$ cat src/rtl/rs_alu_issue.sv
// ALU reservation station: holds dispatched ops until both operands are valid,
// snoops the writeback bus for wakeups and issues the lowest ready entry each cycle.
module rs_alu_issue #(
  parameter int ENTNUM          = 4,
  parameter int ADDR_LEN        = 32,
  parameter int DATA_LEN        = 32,
  parameter int RRF_SEL         = 6,
  parameter int SRC_A_SEL_WIDTH = 2,
  parameter int SRC_B_SEL_WIDTH = 2,
  parameter int ALU_OP_WIDTH    = 4,
  parameter int SPECTAG_LEN     = 5
) (
  input  logic                       clk,
  input  logic                       reset,
  input  logic                       we,
  input  logic [ADDR_LEN-1:0]        wpc,
  input  logic [DATA_LEN-1:0]        wimm,
  input  logic [DATA_LEN-1:0]        wsrc1,
  input  logic [DATA_LEN-1:0]        wsrc2,
  input  logic                       wvalid1,
  input  logic                       wvalid2,
  input  logic [RRF_SEL-1:0]         wrrftag,
  input  logic                       wdstval,
  input  logic [SRC_A_SEL_WIDTH-1:0] wsrc_a,
  input  logic [SRC_B_SEL_WIDTH-1:0] wsrc_b,
  input  logic [ALU_OP_WIDTH-1:0]    walu_op,
  input  logic [SPECTAG_LEN-1:0]     wspectag,
  input  logic                       wspecbit,
  input  logic                       wb_we,
  input  logic [RRF_SEL-1:0]         wb_rrftag,
  input  logic [DATA_LEN-1:0]        wb_data,
  input  logic                       prmiss,
  input  logic                       prsuccess,
  input  logic [SPECTAG_LEN-1:0]     spectagfix,
  output logic                       issue,
  output logic [DATA_LEN-1:0]        ex_src1,
  output logic [DATA_LEN-1:0]        ex_src2,
  output logic [ADDR_LEN-1:0]        pc,
  output logic [DATA_LEN-1:0]        imm,
  output logic                       dstval,
  output logic [SRC_A_SEL_WIDTH-1:0] src_a,
  output logic [SRC_B_SEL_WIDTH-1:0] src_b,
  output logic [ALU_OP_WIDTH-1:0]    alu_op,
  output logic [SPECTAG_LEN-1:0]     spectag,
  output logic                       specbit,
  output logic [RRF_SEL-1:0]         rrftag,
  output logic                       full,
  output logic [$clog2(ENTNUM):0]    count
);
  localparam int IDX_W = $clog2(ENTNUM);

  logic [ENTNUM-1:0]          r_valid, r_v1, r_v2, r_dstval, r_specbit;
  logic [DATA_LEN-1:0]        r_src1 [ENTNUM];
  logic [DATA_LEN-1:0]        r_src2 [ENTNUM];
  logic [DATA_LEN-1:0]        r_imm [ENTNUM];
  logic [ADDR_LEN-1:0]        r_pc [ENTNUM];
  logic [RRF_SEL-1:0]         r_rrftag [ENTNUM];
  logic [SRC_A_SEL_WIDTH-1:0] r_src_a [ENTNUM];
  logic [SRC_B_SEL_WIDTH-1:0] r_src_b [ENTNUM];
  logic [ALU_OP_WIDTH-1:0]    r_alu_op [ENTNUM];
  logic [SPECTAG_LEN-1:0]     r_spectag [ENTNUM];

  logic [ENTNUM-1:0]      w_kill, w_ready;
  logic [IDX_W-1:0]       w_sel, w_free;
  logic                   w_any, w_wkill, w_write, w_mask, w_wb1, w_wb2;
  logic [IDX_W:0]         w_count;
  logic [SPECTAG_LEN-1:0] w_wspectag;

  // Issue contract: issue=1 means the ex_* fields carry the selected entry this
  // cycle; the execution unit always accepts, so the entry is freed at the edge.
  always_comb begin
    w_kill  = '0;
    w_ready = '0;
    w_count = '0;
    for (int i = 0; i < ENTNUM; i++) begin
      w_kill[i]  = prmiss & r_specbit[i] & (|(r_spectag[i] & spectagfix));
      w_ready[i] = r_valid[i] & r_v1[i] & r_v2[i] & ~w_kill[i];
      w_count    = w_count + {{IDX_W{1'b0}}, r_valid[i]};
    end
  end

  // Scan downward so the lowest index wins for both issue and allocation.
  always_comb begin
    w_sel  = '0;
    w_any  = 1'b0;
    w_free = '0;
    for (int i = ENTNUM - 1; i >= 0; i--) begin
      if (w_ready[i]) begin
        w_sel = IDX_W'(i);
        w_any = 1'b1;
      end
      if (!r_valid[i]) w_free = IDX_W'(i);
    end
  end

  assign count      = w_count;
  assign full       = (w_count == (IDX_W+1)'(ENTNUM));
  assign w_wkill    = prmiss & wspecbit & (|(wspectag & spectagfix));
  assign w_write    = we & ~full & ~w_wkill;
  assign w_mask     = prsuccess & ~prmiss;
  assign w_wb1      = wb_we & ~wvalid1 & (wsrc1[RRF_SEL-1:0] == wb_rrftag);
  assign w_wb2      = wb_we & ~wvalid2 & (wsrc2[RRF_SEL-1:0] == wb_rrftag);
  assign w_wspectag = w_mask ? (wspectag & ~spectagfix) : wspectag;

  always_ff @(posedge clk) begin
    if (reset) begin
      r_valid <= '0;
    end else begin
      for (int i = 0; i < ENTNUM; i++) begin
        if (w_write && (w_free == IDX_W'(i))) r_valid[i] <= 1'b1;
        else if ((w_any && (w_sel == IDX_W'(i))) || w_kill[i]) r_valid[i] <= 1'b0;
      end
    end
  end

  // Payload needs no reset: r_valid gates every use of it.
  always_ff @(posedge clk) begin
    for (int i = 0; i < ENTNUM; i++) begin
      if (w_write && (w_free == IDX_W'(i))) begin
        r_v1[i]      <= wvalid1 | w_wb1;
        r_v2[i]      <= wvalid2 | w_wb2;
        r_src1[i]    <= w_wb1 ? wb_data : wsrc1;
        r_src2[i]    <= w_wb2 ? wb_data : wsrc2;
        r_imm[i]     <= wimm;
        r_pc[i]      <= wpc;
        r_rrftag[i]  <= wrrftag;
        r_dstval[i]  <= wdstval;
        r_src_a[i]   <= wsrc_a;
        r_src_b[i]   <= wsrc_b;
        r_alu_op[i]  <= walu_op;
        r_spectag[i] <= w_wspectag;
        r_specbit[i] <= wspecbit;
      end else begin
        if (wb_we && !r_v1[i] && (r_src1[i][RRF_SEL-1:0] == wb_rrftag)) begin
          r_src1[i] <= wb_data;
          r_v1[i]   <= 1'b1;
        end
        if (wb_we && !r_v2[i] && (r_src2[i][RRF_SEL-1:0] == wb_rrftag)) begin
          r_src2[i] <= wb_data;
          r_v2[i]   <= 1'b1;
        end
        if (w_mask) r_spectag[i] <= r_spectag[i] & ~spectagfix;
      end
    end
  end

  assign issue   = w_any;
  assign ex_src1 = r_src1[w_sel];
  assign ex_src2 = r_src2[w_sel];
  assign pc      = r_pc[w_sel];
  assign imm     = r_imm[w_sel];
  assign dstval  = r_dstval[w_sel];
  assign src_a   = r_src_a[w_sel];
  assign src_b   = r_src_b[w_sel];
  assign alu_op  = r_alu_op[w_sel];
  assign spectag = r_spectag[w_sel];
  assign specbit = r_specbit[w_sel];
  assign rrftag  = r_rrftag[w_sel];

endmodule

$ cat config.mk
export PLATFORM = sky130hd
export DESIGN_NAME = rs_alu_issue
export DESIGN_NICKNAME = d
export VERILOG_FILES = /design/src/rtl/rs_alu_issue.sv
export SDC_FILE = /design/constraint.sdc
export NUM_CORES = 1
export LEC_CHECK = 0
export BUFFER_PORTS_ARGS = -buffer_cell sky130_fd_sc_hd__buf_2
export CAP_MARGIN = 20
export CORE_AREA = 4 4 226 228
export DETAILED_ROUTE_END_ITERATION = 12
export DIE_AREA = 0 0 230 232
export GPL_TIMING_DRIVEN = 0
export PLACE_DENSITY = 0.8
export SYNTH_ARGS = -nofsm -noshare
export SYNTH_HDL_FRONTEND = slang
export SYNTH_SLANG_ARGS = --single-unit
$ cat constraint.sdc
create_clock -name clk -period 7.1 [get_ports clk]
set_clock_uncertainty 0.05 [all_clocks]
set_input_delay 1.42 -clock clk [delete_from_list [all_inputs] [get_ports clk]]
set_output_delay 1.42 -clock clk [all_outputs]
set_load 0.005 [all_outputs]
==> results of run 1 <==
-- cell usage after synthesis, types with 13 or more instances --
| master | count |
|---|---|
| xor2_1 | 33 |
| mux2_4 | 60 |
| edfxtp_1 | 604 |
| nand2_1 | 39 |
| inv_1 | 157 |
| mux2_2 | 174 |
| nand3_1 | 79 |
| a22oi_1 | 13 |
| mux2_1 | 22 |
| buf_2 | 53 |
| nand4_1 | 87 |
| xnor2_1 | 27 |
| o221ai_1 | 149 |
| a41oi_1 | 74 |
| clkbuf_1 | 111 |
| and3_1 | 151 |
| a31oi_1 | 77 |
-- how the worst max path moves through the flow --
stage / to / cells after the start / slack [ps]
after floorplan: r_src1[0][0]$_DFFE_PP_ / 9 / 1860
after global placement: r_src2[0][28]$_DFFE_PP_ / 9 / -660
after detailed placement: ex_src2[10] / 11 / 850
after CTS: ex_src2[10] / 11 / 850
after global routing: ex_src1[27] / 11 / 640
final: ex_src1[27] / 11 / 720
-- worst max-delay path, stage by stage --
cell and delay (ps):
buf_2 90, buf_2 210, a22oi_1 140, a21o_1 190, buf_2 250, a2bb2oi_2 470
clkbuf_1 850, clkbuf_1 680, nand3_1 160, o221ai_1 220, buf_2 210
-- cells by family after synthesis --
group	Yosys count	share of synthesized area [%]
muxes	256	10.9
buffers and inverters	347	5.10
xor gates and xnor gates	60	1.84
DFF	608	63.6
adders and majority gates	3	0.157
and+or+nand+nor	401	8.16
AOI/OAI and AO/OA	365	10.3
-- cell type report --
cell class,instances,area [µm²]
diodes,25,62.6
plain buffers,186,843
clock buffers,79,1620
clock inverters,34,263
fillers,3438,15500
inverters,161,624
multi-input cells,1085,8970
flip-flops and latches,608,18200
well taps,664,831
repair buffers,356,1940
-- power groups by stage --
| stage | combinational [µW] | clock (µW) | sequential, µW |
|---|---|---|---|
| after floorplan | 310 | 0 | 4180 |
| after global placement | 597 | 0 | 4190 |
| after global routing | 681 | 3250 | 4120 |
| final | 645 | 3100 | 4110 |
| after CTS | 632 | 3090 | 4110 |
| after detailed placement | 628 | 0 | 4180 |
-- stage by stage --
stage / cells / worst slack (ps) / power (µW) / utilization, % / hold slack [ps]
finish: 3198 / 718 / 7850 / 68.3 / 572
global route: 3182 / 641 / 8040 / 68.2 / 602
CTS: 3173 / 851 / 7840 / 68.2 / 568
detailed placement: 3060 / 854 / 4810 / 64.3 / 563
global placement: 3051 / -659 / 4790 / 63.9 / 533
floorplan: 2040 / 1860 / 4490 / - / 471
-- state kept, by name (all words and copies together) (netlist names) --
| register | cells |
|---|---|
| r_specbit | 4 |
| r_alu_op | 16 |
| r_src2 | 128 |
| r_v2 | 4 |
| r_v1 | 4 |
| r_src1 | 128 |
| r_imm | 128 |
| r_valid | 4 |
| r_dstval | 4 |
| r_src_b | 8 |
| r_spectag | 20 |
| r_src_a | 8 |
| r_rrftag | 24 |
| r_pc | 128 |
-- cell usage in the layout (no fill, tap or decap), types with 7 or more instances in the layout --
cell type | Yosys | final
a21oi_1 | 7 | 7
a22oi_1 | 13 | 13
a31oi_1 | 77 | 77
a41oi_1 | 74 | 74
and3_1 | 151 | 151
buf_1 | 10 | 10
buf_2 | 53 | 400
buf_6 | 9 | 9
clkbuf_1 | 111 | 128
clkbuf_16 | 0 | 62
clkinv_1 | 1 | 18
diode_2 | 0 | 25
edfxtp_1 | 604 | 604
inv_1 | 157 | 157
mux2_1 | 22 | 22
mux2_2 | 174 | 174
mux2_4 | 60 | 60
nand2_1 | 39 | 33
nand3_1 | 79 | 79
nand4_1 | 87 | 87
nor4_1 | 7 | 7
o21ai_0 | 12 | 12
o221ai_1 | 149 | 149
o311ai_0 | 10 | 10
xnor2_1 | 27 | 27
xor2_1 | 33 | 33
-- routing by layer --
metal	vias to the layer above	part of all wire, %	wire length (µm)
met1	10784	36	33900
met3	287	12	11800
met5	-	0.22	204
met2	1640	46	43900
met4	32	5.0	4720
li1	9034	-	-
==> results.cfg, run 1 <==
[critical_path]
worstRegToRegCells = 13
worstPathMaxFanout = 10
end_kind = output pin
start_kind = input port
r2r_setup_slack_ps = 2310
arrival_ps = 4910
startpoint = spectagfix[2]
r2r-start = r_valid[1]$_SDFFE_PP0P_
crit_required_ps = 5630
r2r-end = r_src1[2][16]$_DFFE_PP_
path_class = input port to output pin

[yosys]
syn_area_um2 = 28600
synth_edf_count = 604
synth_cell_type_count = 55
synth_ff_type = edfxtp_1
yosys.area.top_type = edfxtp_1
ys_ff_latch = 608
syn_inst = 2040
netlist_top_cells_area = edfxtp_1, mux2_2, o221ai_1
synth_warnings = 0
postSynth.asyncResetShare_pct = 0
synth_nets = 2243
yosysTopAreaCellShare_pct = 63.3
ys_seq_area_share_pct = 63.6
avgSynthCellArea_um2 = 14.0

[power_and_ir_drop]
power.leakage_uw = 0.0123
power.switching_uw = 1820
switching_share_pct = 23.2
ir_drop_mv = 0.213
p_seq_share_pct = 52.3
p_int_uw = 6030
p_per_area_nw_per_um2 = 235
p_comb_share_pct = 8.2
power_frac_clock_pct = 39.5

[min_path]
hold_path_end = r_valid[0]$_SDFFE_PP0P_
hp-start = r_valid[0]$_SDFFE_PP0P_
hold_path.class = flop to flop
min_path_cells = 2

[die]
initial_core_util_pct = 58.6
core-area_um2 = 48800
rows = 81
die_x_um = 230
io_pins = 354
die_area_um2 = 53400
fp.dieH_um = 232

[placement]
placed_area_um2 = 31400
port_buffers = 347
gp_congestion = 0.928
dpl.hpwl_mm = 63.4

[global_routing]
grtUsageMet1_pct = 44.5
grt_pass1_vias = 21347
grt_use_met2_pct = 54.0
grt_start_max_net_pins = 85
grt_usage_pct = 34.1
grtUsageMet3_pct = 9.18
globalRouteOverflowTotal = 0
grt_first_pass_wirelength_mm = 136
antenna_found_initial = 35
gr-max-usage-layer = met2

[cts]
numCtsBuffers = 61
cts_hold_buf = 0
cts_tree = done
root_buffer = clkbuf_16
cts-resized-gates = 0
clk_path_buf_depth = 3
cts_num_sinks = 608
post_cts_buffers = 0
clk_latency_ps = 640
ctsHtreeMaxLevel = 2
clkTransAtPathRegs_ps = 60

[drt]
post_drt_wl_per_cell_um = 29.5
drt-total-wl_mm = 94.4
drtIter0Drc = 2963
viasPerCell = 6.81
ant_nets = 0
drt_first_pass_iters = 6
vias = 21777
route.detailed.drc = 0

[sta]
report.final.slew_viol_count = 0
worst_slew_margin_rel_pct = 24.1
hold_viol_final = 0
setup_viol_count_final = 0
tightest_slew_ps = 1130
fmax_mhz = 157
rsz0062_at_grt = false
fin_setup_tns_ps = 0
timing.final.crit_share_pct = 89.9
min_period_ps = 6380

[cells_and_area]
final_nets = 2662
area_growth_pct = 16.5
stdcell_area_um2 = 33400
layout-drive-gt1-share_pct = 30.3

[job]
cap_violations = 0

[status]
outcome = finished, final reports clean
No activity file was read; power rests on OpenSTA's default activity.
==> run 2, diff against run 1 <==
--- a/config.mk
+++ b/config.mk
@@ -5,11 +5,12 @@
 export SDC_FILE = /design/constraint.sdc
 export NUM_CORES = 1
 export LEC_CHECK = 0
+export ABC_AREA = 1
 export BUFFER_PORTS_ARGS = -buffer_cell sky130_fd_sc_hd__buf_2
 export CAP_MARGIN = 20
-export CORE_AREA = 4 4 226 228
+export CORE_AREA = 4 4 227 229
 export DETAILED_ROUTE_END_ITERATION = 12
-export DIE_AREA = 0 0 230 232
+export DIE_AREA = 0 0 231 233
 export GPL_TIMING_DRIVEN = 0
 export PLACE_DENSITY = 0.8
 export SYNTH_ARGS = -nofsm -noshare
==> results.cfg, run 2 <==
[status]
outcome = finished, final reports clean

[drt]
drt_first_pass_iters = 9
post_drt_wl_per_cell_um = 24.6
route.detailed.drc = 0
viasPerCell = 6.35
drtIter0Drc = 3718
ant_nets = 0
vias = 25804
drt-total-wl_mm = 100

[critical_path]
crit_path_end = ex_src1[17]
cp_slowest_cell = buf_2
end_kind = output pin
cpMostUsedCell = buf_2
worstPathMaxFanout = 10
r2r-end = r_src1[0][6]$_DFFE_PP_
crit_cells = 11
worstRegToRegCells = 9
start_kind = input port
slowest_delay_ps = 500
r2r-start = r_valid[0]$_SDFFE_PP0P_
startpoint = spectagfix[2]
path_class = input port to output pin
path_buf_inv = 4
crit_chain = buf_2, nand2_1, nand3_1, o21bai_1, nand2_2, nand2_1, buf_2, buf_2, nand2_1, nand4_1, buf_2
arrival_ps = 4170
r2r_setup_slack_ps = 1920
cp_top_family = simple AND/OR/NAND/NOR gates
crit_required_ps = 5630

[sta]
fmax_mhz = 177
setup_viol_count_final = 0
hold_viol_final = 0
timing.final.crit_share_pct = 79.4
worst_slew_margin_rel_pct = 19.7
min_period_ps = 5640
holdWs_ps = 519
tightest_slew_ps = 1200
rsz0062_at_grt = false
report.final.slew_viol_count = 0

[power_and_ir_drop]
power.leakage_uw = 0.0135
p_per_area_nw_per_um2 = 239
ir_drop_mv = 0.183
total_power_uw = 8040

[cells_and_area]
area_growth_pct = 16.0
final_nets = 3535
fin_cells = 4066
final_common_cell = nand2_1
final_cell_mix = nand2_1, nand3_1, edfxtp_1
stdcell_area_um2 = 33600
multi_input_area_um2 = 9490
layout-drive-gt1-share_pct = 17.5
seq_area_um2 = 18200
fillers = 3861

[yosys]
synth_cell_type_count = 42
synth.most_common_cell = nand2_1
yosys.area.top_type = edfxtp_1
yosysTopAreaCellShare_pct = 62.6
synth_warnings = 0
netlist_top_cells_area = edfxtp_1, nand3_1, nand2_1
avgSynthCellArea_um2 = 9.84
syn_area_um2 = 29000
ys_seq_area_share_pct = 62.9
synth_common_cells = nand2_1, nand3_1, edfxtp_1, nand4_1, buf_2
synth_edf_count = 604
syn_inst = 2945
synth_nets = 3148
synth_ff_type = edfxtp_1
ys_ff_latch = 608
postSynth.asyncResetShare_pct = 0

[global_routing]
antenna_found_initial = 16
grt_start_max_net_pins = 49
globalRouteOverflowTotal = 0
grt_pass1_vias = 24273
grt_first_pass_wirelength_mm = 146
grt_usage_pct = 35.7

[placement]
port_buffers = 318
dpl.hpwl_mm = 67.7
gp_congestion = 0.965
placed_area_um2 = 31600
placedCellCount = 3942

[cts]
numCtsBuffers = 60
post_cts_buffers = 0
root_buffer = clkbuf_16
ctsHtreeMaxLevel = 2
clkTransAtPathRegs_ps = 70
cts_num_sinks = 608
clk_path_buf_depth = 3
cts_hold_buf = 0
cts-resized-gates = 0
clk_latency_ps = 650
cts_tree = done

[die]
die_x_um = 231
fp.dieH_um = 233
core-area_um2 = 49700
io_pins = 354
rows = 82
initial_core_util_pct = 58.4
die_area_um2 = 53800

[min_path]
hold_path.class = flop to flop

[job]
cap_violations = 0
==> run 2: changes by cell type after synthesis, moves of 60 or more <==
| cell | previous run | this run |
|---|---|---|
| and3_1 | 151 | 1 |
| a31oi_1 | 77 | 0 |
| buf_2 | 53 | 120 |
| mux2_2 | 174 | 0 |
| mux2_4 | 60 | 0 |
| o221ai_1 | 149 | 0 |
| a41oi_1 | 74 | 0 |
| nand3_1 | 79 | 757 |
| inv_1 | 157 | 48 |
| nand4_1 | 87 | 156 |
| nand2_1 | 39 | 975 |
==> run 2: layout make-up <==
| class | instances | area share [%] |
|---|---|---|
| Inverter | 56 | 0.655 |
| Antenna cell | 13 | 0.0967 |
| Clock inverter | 46 | 1.34 |
| Multi-Input combinational cell | 2039 | 28.2 |
| Clock buffer | 65 | 4.52 |
| Timing Repair Buffer | 325 | 5.24 |
| Tap cell | 672 | 2.50 |
| Sequential cell | 608 | 54.2 |
| Buffer | 242 | 3.25 |
==> run 2: worst min path at each step <==
stage / cells after the start / to / slack (ps) / startpoint
finish: 2 / r_valid[1]$_SDFFE_PP0P_ / 520 / r_valid[1]$_SDFFE_PP0P_
CTS: 2 / r_valid[1]$_SDFFE_PP0P_ / 510 / r_valid[1]$_SDFFE_PP0P_
global placement: 2 / r_valid[2]$_SDFFE_PP0P_ / 490 / r_valid[2]$_SDFFE_PP0P_
global route: 2 / r_valid[1]$_SDFFE_PP0P_ / 540 / r_valid[1]$_SDFFE_PP0P_
detailed placement: 2 / r_valid[1]$_SDFFE_PP0P_ / 500 / r_valid[1]$_SDFFE_PP0P_
floorplan: 2 / r_valid[2]$_SDFFE_PP0P_ / 440 / r_valid[2]$_SDFFE_PP0P_
==> run 2: per-layer routing <==
metal / vias to the layer above / global-route usage (%) / share of wire, %
met5: - / 0 / 0.11
met4: 18 / 16.4 / 5.6
met3: 420 / 8.52 / 14
met2: 2031 / 57.0 / 46
met1: 12115 / 46.6 / 35
li1: 11220 / - / -
==> run 2: where the power goes <==
part           internal, µW  leakage (µW)  total (µW)  switching, µW
clock                  1810      0.000978        3210           1400
sequential             4080       0.00557        4120           39.4
combinational           203       0.00690         711            508
total                  6090        0.0135        8040           1950
==> run 2: logic make-up (layout without fill, tap and decap cells) <==
logic type / Yosys count / after routing / share of synthesized area [%]
AND/OR/NAND/NOR: 1955 / 1955 / 30.6
flip-flops: 608 / 608 / 62.9
buffers and inverters: 298 / 734 / 4.49
AO/OA/AOI/OAI: 55 / 55 / 1.09
XOR/XNOR: 26 / 26 / 0.786
adder cells (fa/ha/maj): 3 / 3 / 0.155
other: 0 / 13 / 0
==> run 2: worst min-delay path: stages (launching register included) <==
cell,delay [ps]
dfxtp_1,370
nand3_1,100
a21oi_1,60
==> run 2: stage by stage <==
step / setup slack (ps) / setup TNS [ps] / util (%)
after floorplan: 2120 / 0 / -
after global placement: -254 / -38580 / 63.3
after detailed placement: 1620 / 0 / 63.7
after CTS: 1620 / 0 / 67.7
after global routing: 1400 / 0 / 67.7
final: 1460 / 0 / 67.7
